[src/rtl/ysyx_ifu_redirect_pkg.sv]
// ---------------------------------------------------------------------------
// ysyx_ifu_redirect_pkg
//   Shared definitions for the IFU redirect controller:
//     - YSYX_XLEN default (32) when the build does not provide one
//     - YSYX_FENCE_TIMEOUT : default fence.i acknowledge wait budget
//     - redir_state_e      : controller FSM states
//     - post_flush_state / post_fence_t_state : sequencing helpers
//   Related configuration macro: YSYX_BTB_UPDATE_EN (used by ysyx_ifu_redirect).
// ---------------------------------------------------------------------------
`ifndef YSYX_XLEN
`define YSYX_XLEN 32
`endif

package ysyx_ifu_redirect_pkg;

  localparam int unsigned YSYX_FENCE_TIMEOUT = 32'd255;

  typedef enum logic [2:0] {
    S_IDLE    = 3'd0,
    S_FLUSH   = 3'd1,
    S_FENCE_T = 3'd2,
    S_FENCE_I = 3'd3,
    S_REDIR   = 3'd4
  } redir_state_e;

  // Store-buffer drain has priority over I-cache invalidate, which precedes the redirect.
  function automatic redir_state_e post_flush_state(input logic fence_time, input logic fence_i);
    redir_state_e nxt;
    if (fence_time) begin
      nxt = S_FENCE_T;
    end else if (fence_i) begin
      nxt = S_FENCE_I;
    end else begin
      nxt = S_REDIR;
    end
    return nxt;
  endfunction

  function automatic redir_state_e post_fence_t_state(input logic fence_i);
    redir_state_e nxt;
    if (fence_i) begin
      nxt = S_FENCE_I;
    end else begin
      nxt = S_REDIR;
    end
    return nxt;
  endfunction

endpackage

[src/rtl/ysyx_ifu_redirect.sv]
// ---------------------------------------------------------------------------
// ysyx_ifu_redirect
//   Turns a pipeline-flushing commit from the WBU into the front-end recovery
//   sequence: one-cycle flush pulse, optional store-buffer drain (fence),
//   optional I-cache invalidate (fence.i, with timeout), then an IFU redirect
//   to the committed npc.
//
//   Parameters : XLEN (PC width), FENCE_TIMEOUT (max fence.i ack wait cycles)
//   Ports      : clock, reset (async, active-low)
//                wbu_valid / wbu_ready          commit handshake
//                wbu_pc, wbu_npc, wbu_sys_retire, wbu_jen, wbu_ben,
//                wbu_fence_time, wbu_fence_i, wbu_flush_pipe   commit fields
//                flush                          front-end flush pulse
//                redir_valid / redir_pc / redir_ready          IFU redirect
//                icinv_req / icinv_ack          I-cache invalidate handshake
//                sb_empty                       store buffer drained
//                fence_timeout                  sticky fence.i timeout flag
//                btb_upd_*                      BTB update (only with
//                                               YSYX_BTB_UPDATE_EN defined)
//   Macro      : YSYX_BTB_UPDATE_EN enables the branch-predictor update port.
// ---------------------------------------------------------------------------
module ysyx_ifu_redirect
  import ysyx_ifu_redirect_pkg::*;
#(
  parameter int unsigned XLEN          = `YSYX_XLEN,
  parameter int unsigned FENCE_TIMEOUT = YSYX_FENCE_TIMEOUT
) (
  input  logic            clock,
  input  logic            reset,
  input  logic            wbu_valid,
  output logic            wbu_ready,
  input  logic [XLEN-1:0] wbu_pc,
  input  logic [XLEN-1:0] wbu_npc,
  input  logic            wbu_sys_retire,
  input  logic            wbu_jen,
  input  logic            wbu_ben,
  input  logic            wbu_fence_time,
  input  logic            wbu_fence_i,
  input  logic            wbu_flush_pipe,
  output logic            flush,
  output logic            redir_valid,
  output logic [XLEN-1:0] redir_pc,
  input  logic            redir_ready,
  output logic            icinv_req,
  input  logic            icinv_ack,
  input  logic            sb_empty,
  output logic            fence_timeout
`ifdef YSYX_BTB_UPDATE_EN
  ,
  output logic            btb_upd_valid,
  output logic [XLEN-1:0] btb_upd_pc,
  output logic [XLEN-1:0] btb_upd_tgt,
  output logic            btb_upd_jmp
`endif
);

  localparam int unsigned CNT_W = (FENCE_TIMEOUT > 32'd1) ? $clog2(FENCE_TIMEOUT) : 32'd1;
  // Counter value of the last FENCE_I cycle allowed before giving up on the ack.
  localparam logic [CNT_W-1:0] CNT_LAST = CNT_W'(FENCE_TIMEOUT - 32'd1);

  redir_state_e    state_r;
  logic            wbu_ready_r;
  logic            flush_r;
  logic            redir_valid_r;
  logic [XLEN-1:0] redir_pc_r;
  logic            icinv_req_r;
  logic            fence_timeout_r;
  logic [CNT_W-1:0] fence_cnt_r;
  logic            fence_time_r;
  logic            fence_i_r;
  logic            accept_s;

  assign accept_s = wbu_valid && wbu_ready_r;

  // Recovery sequencer: state plus all registered handshake/status outputs.
  always_ff @(posedge clock or negedge reset) begin
    if (!reset) begin
      state_r         <= S_IDLE;
      wbu_ready_r     <= 1'b1;
      flush_r         <= 1'b0;
      redir_valid_r   <= 1'b0;
      redir_pc_r      <= {XLEN{1'b0}};
      icinv_req_r     <= 1'b0;
      fence_timeout_r <= 1'b0;
      fence_cnt_r     <= {CNT_W{1'b0}};
      fence_time_r    <= 1'b0;
      fence_i_r       <= 1'b0;
    end else begin
      case (state_r)
        S_IDLE: begin
          fence_cnt_r <= {CNT_W{1'b0}};
          // sys_retire alone never redirects; only flush_pipe starts recovery.
          if (accept_s && wbu_flush_pipe) begin
            redir_pc_r   <= wbu_npc;
            fence_time_r <= wbu_fence_time;
            fence_i_r    <= wbu_fence_i;
            wbu_ready_r  <= 1'b0;
            flush_r      <= 1'b1;
            state_r      <= S_FLUSH;
          end else begin
            state_r <= S_IDLE;
          end
        end
        S_FLUSH: begin
          fence_cnt_r   <= {CNT_W{1'b0}};
          flush_r       <= 1'b0;
          state_r       <= post_flush_state(fence_time_r, fence_i_r);
          icinv_req_r   <= !fence_time_r && fence_i_r;
          redir_valid_r <= !fence_time_r && !fence_i_r;
        end
        S_FENCE_T: begin
          fence_cnt_r <= {CNT_W{1'b0}};
          if (sb_empty) begin
            state_r       <= post_fence_t_state(fence_i_r);
            icinv_req_r   <= fence_i_r;
            redir_valid_r <= !fence_i_r;
          end else begin
            state_r <= S_FENCE_T;
          end
        end
        S_FENCE_I: begin
          if (icinv_ack) begin
            icinv_req_r   <= 1'b0;
            redir_valid_r <= 1'b1;
            state_r       <= S_REDIR;
          end else if (fence_cnt_r == CNT_LAST) begin
            // Give up on the cache: flag it and still redirect so fetch resumes.
            icinv_req_r     <= 1'b0;
            redir_valid_r   <= 1'b1;
            fence_timeout_r <= 1'b1;
            state_r         <= S_REDIR;
          end else begin
            fence_cnt_r <= fence_cnt_r + CNT_W'(1);
            state_r     <= S_FENCE_I;
          end
        end
        S_REDIR: begin
          if (redir_ready) begin
            redir_valid_r <= 1'b0;
            wbu_ready_r   <= 1'b1;
            state_r       <= S_IDLE;
          end else begin
            state_r <= S_REDIR;
          end
        end
        default: begin
          state_r       <= S_IDLE;
          wbu_ready_r   <= 1'b1;
          flush_r       <= 1'b0;
          redir_valid_r <= 1'b0;
          icinv_req_r   <= 1'b0;
          fence_cnt_r   <= {CNT_W{1'b0}};
        end
      endcase
    end
  end

  assign wbu_ready     = wbu_ready_r;
  assign flush         = flush_r;
  assign redir_valid   = redir_valid_r;
  assign redir_pc      = redir_pc_r;
  assign icinv_req     = icinv_req_r;
  assign fence_timeout = fence_timeout_r;

`ifdef YSYX_BTB_UPDATE_EN
  logic            btb_upd_valid_r;
  logic [XLEN-1:0] btb_upd_pc_r;
  logic [XLEN-1:0] btb_upd_tgt_r;
  logic            btb_upd_jmp_r;

  // Branch-predictor training pulse, one cycle after any taken control-flow commit.
  always_ff @(posedge clock or negedge reset) begin
    if (!reset) begin
      btb_upd_valid_r <= 1'b0;
      btb_upd_pc_r    <= {XLEN{1'b0}};
      btb_upd_tgt_r   <= {XLEN{1'b0}};
      btb_upd_jmp_r   <= 1'b0;
    end else if (accept_s && (wbu_jen || wbu_ben)) begin
      btb_upd_valid_r <= 1'b1;
      btb_upd_pc_r    <= wbu_pc;
      btb_upd_tgt_r   <= wbu_npc;
      // A jump that is also flagged as a branch is trained as a jump.
      btb_upd_jmp_r   <= wbu_jen;
    end else begin
      btb_upd_valid_r <= 1'b0;
    end
  end

  assign btb_upd_valid = btb_upd_valid_r;
  assign btb_upd_pc    = btb_upd_pc_r;
  assign btb_upd_tgt   = btb_upd_tgt_r;
  assign btb_upd_jmp   = btb_upd_jmp_r;

  logic unused_ok_s;
  assign unused_ok_s = wbu_sys_retire;
`else
  logic unused_ok_s;
  assign unused_ok_s = ^{wbu_sys_retire, wbu_pc, wbu_jen, wbu_ben};
`endif

endmodule
[config.mk]
export PLATFORM = sky130hd
export DESIGN_NAME = ysyx_ifu_redirect
export DESIGN_NICKNAME = d
export VERILOG_FILES = /design/src/rtl/ysyx_ifu_redirect_pkg.sv /design/src/rtl/ysyx_ifu_redirect.sv
export SDC_FILE = /design/constraint.sdc
export NUM_CORES = 1
export LEC_CHECK = 0
export ABC_AREA = 1
export BUFFER_PORTS_ARGS = -buffer_cell sky130_fd_sc_hd__buf_2
export CORE_UTILIZATION = 40
export DETAILED_ROUTE_END_ITERATION = 8
export GPL_ROUTABILITY_DRIVEN = 0
export PLACE_DENSITY = 0.68
export SLEW_MARGIN = 40
export SYNTH_ARGS = -nofsm -noshare
export SYNTH_HDL_FRONTEND = slang
export SYNTH_SLANG_ARGS = --single-unit
[constraint.sdc]
create_clock -name clock -period 3.5 [get_ports clock]
set_input_delay 0.35 -clock clock [delete_from_list [all_inputs] [get_ports clock]]
set_output_delay 0.35 -clock clock [all_outputs]
set_load 0.03 [all_outputs]
==> impl_metrics.csv <==
group,metric,value,unit
timing,rsz0062_at_grt,"no",
place,dp.final_hpwl,3.26,mm
logic_synthesis,syn_inst,276,
critical_path,crit_slowest_cell,"dfrtp_1",
clock_tree,postCtsSetupRepairBufs,0,
logic_synthesis,synth_top_cell_area_share,0.532,
detailed_routing,initialDrtViolationCount,108,
clock_tree,clock-root-buffer,"clkbuf_8",
grt,grtUsageTotal,0.165,
clock_tree,clock_latency,0.30,ns
critical_path,crit_type,"flip-flop to flip-flop",
layout,diodes,0,
critical_path,r2r-start,"state_r[0]",
clock_tree,cts_buffers,5,
min_path,hp-class,"input port to asynchronous set/reset pin",
logic_synthesis,synth_edf_count,0,
detailed_routing,avgRoutedWirePerCell,10.9,um
logic_synthesis,synth_flop_cell,"dfrtp_1",
logic_synthesis,synth.largest_area_cell,"dfrtp_1",
logic_synthesis,synth_nets,354,
critical_path,start_kind,"flip-flop",
detailed_routing,ant_nets,0,
logic_synthesis,netlist_top_cells_count,"nand2_1, dfrtp_1, nand3_1",
run_status,outcome,"complete, no violations",
logic_synthesis,syn_area,2300,sq um
clock_tree,cts_resized,0,
timing,worst_pin_slew,0.527,ns
die,die_area,6070,sq um
critical_path,r2r_slack,1.64,ns
critical_path,arrival,2.05,ns
timing,min_period,1.86,ns
timing,report.final.slew_viol_count,0,
power_and_ir_drop,power_density,874,nW/um^2
detailed_routing,routed_wl,4.63,mm
power_and_ir_drop,peakVddDrop,495,uV
timing,fmax,539,MHz
detailed_routing,viasPerCell,4.61,
die,die_h,77.9,um
clock_tree,htree_num_levels,2,
grt,antenna_found_initial,0,
logic_synthesis,avgSynthCellArea,8.35,sq um
timing,fin_crit_sh,0.530,
logic_synthesis,synth_seq_cells,50,
critical_path,worstPathRequired,3.69,ns
timing,setup_viol,0,
critical_path,crit_fanout,37,
logic_synthesis,post-synth-top-count-cell,"nand2_1",
critical_path,cpLargestDelayFamily,"simple AND/OR/NAND/NOR gates",
detailed_routing,drt-pass1-iter-count,6,
logic_synthesis,yosysWarnings,0,
logic_synthesis,synth_area_leaders,"dfrtp_1, nand2_1, nand3_1, buf_6, inv_1",
critical_path,r2r_cells,8,
grt,overflow,0,
die,core_area,5540,sq um
die,die_w,77.9,um
detailed_routing,vias,1963,
timing,tns,0,ns
clock_tree,clk_transition_reported_paths,0.09,ns
layout,final_util,0.510,
layout,synthToLayoutAreaGrowth,22.5,%
die,initial_core_util,0.416,
detailed_routing,remaining_drc_errors,0,
timing,finalHoldViolCount,0,
place,port_buffers,77,
critical_path,path_cells,"nor2_2 -> inv_2 -> nor2_2 -> inv_2 -> nor2_8 -> inv_4 -> nand2_1 -> nand2_1",
clock_tree,cts_tree,"done",
power_and_ir_drop,p_leak,0.00160,uW
layout,drive_gt1_frac,0.288,
flow_run,maxCapViolCount,0,
die,ioPinCount,113,
die,placementRows,27,
critical_path,cpPeakStageDelay,0.46,ns
timing,finalClockSkew,0.00370,ns
critical_path,cp_num_buf_inv,3,
timing,slew_headroom,0.649,
clock_tree,cts_buffer_depth,2,
logic_synthesis,ys_async_sr_fraction,1.00,
critical_path,end_kind,"flip-flop",
clock_tree,ctsHoldBuffers,0,
grt,first_global_vias,1859,
clock_tree,cts_num_sinks,50,
logic_synthesis,synth-seq-area-share,0.543,
grt,grt_max_degree,43,
critical_path,r2r-end,"redir_pc[11]",
grt,grt_pass1_wl,8.05,mm
logic_synthesis,yosysUniqueCellTypes,28,
layout,fin_nets,431,
## metal layers
layer | part of all wire | track usage | up-vias
met1 | 0.47 | 0.216 | 892
met4 | 0.0086 | 0.0389 | 0
met2 | 0.45 | 0.267 | 59
li1 | - | - | 1008
met5 | 0 | 0 | -
met3 | 0.067 | 0.0518 | 4
## logic make-up (layout without fill, tap and decap cells)
| logic type | after synthesis | after routing | synth area share |
|---|---|---|---|
| AND/OR/NAND/NOR | 182 | 182 | 0.335 |
| AO/OA/AOI/OAI | 16 | 16 | 0.0461 |
| buffers and inverters | 26 | 104 | 0.0646 |
| flip-flops | 50 | 50 | 0.543 |
| adder cells (fa/ha/maj) | 2 | 2 | 0.0109 |
## power by group
part	switching, uW	leakage (uW)	internal, uW
clock network	195	0.0000585	214
registers	130	0.000639	803
logic	811	0.000901	315
total	1140	0.00160	1330
## worst register-to-register path: cells and delay by family, from the launching register on
kind	cells	cell delay (ns)
buf+inv	3	0.42
simple gates	5	0.88
flops	1	0.46
## through the flow
stage | total power (uW) | std cells | setup WS [ns] | cell area [sq um] | hold slack, ns
2_1_floorplan | 1790 | 276 | 2.06 | 2300 | 0.0544
3_3_place_gp | 2060 | 418 | 1.67 | 2710 | 0.450
3_5_place_dp | 2080 | 418 | 1.62 | 2710 | 0.370
4_1_cts | 2500 | 426 | 1.62 | 2820 | 0.0342
5_1_grt | 2650 | 426 | 1.45 | 2820 | 0.0503
6_report | 2470 | 426 | 1.64 | 2820 | 0.0179
## cell usage in the layout, fill, tap and decap left out, drive strengths merged
master  Yosys  final
dfrtp      49     49
a31o        1      1
inv        18     19
nand3b      2      2
o21bai      2      2
a21oi       1      1
nand4       3      3
nor2       13     13
o21ai      10     10
ha          2      2
o211ai      1      1
nand3      17     17
nand2     143    143
or2         1      1
buf         8     78
clkinv      0      1
bufinv      0      1
nor3        3      3
clkbuf      0      5
o221ai      1      1
dfstp       1      1
## registers in the layout, indices dropped and copies added (netlist names)
signal,count
redir_valid,1
fence_cnt_r,8
icinv_req,1
fence_i_r,1
fence_timeout,1
redir_pc,32
wbu_ready,1
flush,1
fence_time_r,1
state_r,3
## worst max-delay path by stage
stage                     from  slack, ns      endpoint  depth (start not counted)
finish              state_r[0]       1.64  redir_pc[11]                          8
detailed placement  state_r[0]       1.62  redir_pc[11]                          8
floorplan            wbu_ready       2.06   redir_pc[0]                          6
global route        state_r[0]       1.45  redir_pc[11]                          8
CTS                 state_r[0]       1.62  redir_pc[11]                          8
global placement    state_r[0]       1.67   redir_pc[2]                          8
## area by class of cell
type,count,area (sq um)
clock buffer,5,68.8
sequential,50,1250
timing repair buffer,78,395
clock inverter,3,43.8
inverter,18,70.1
multi-input combinational,200,903
fill,553,2720
tap,72,90.1
No activity file was read; power rests on OpenSTA's default activity.
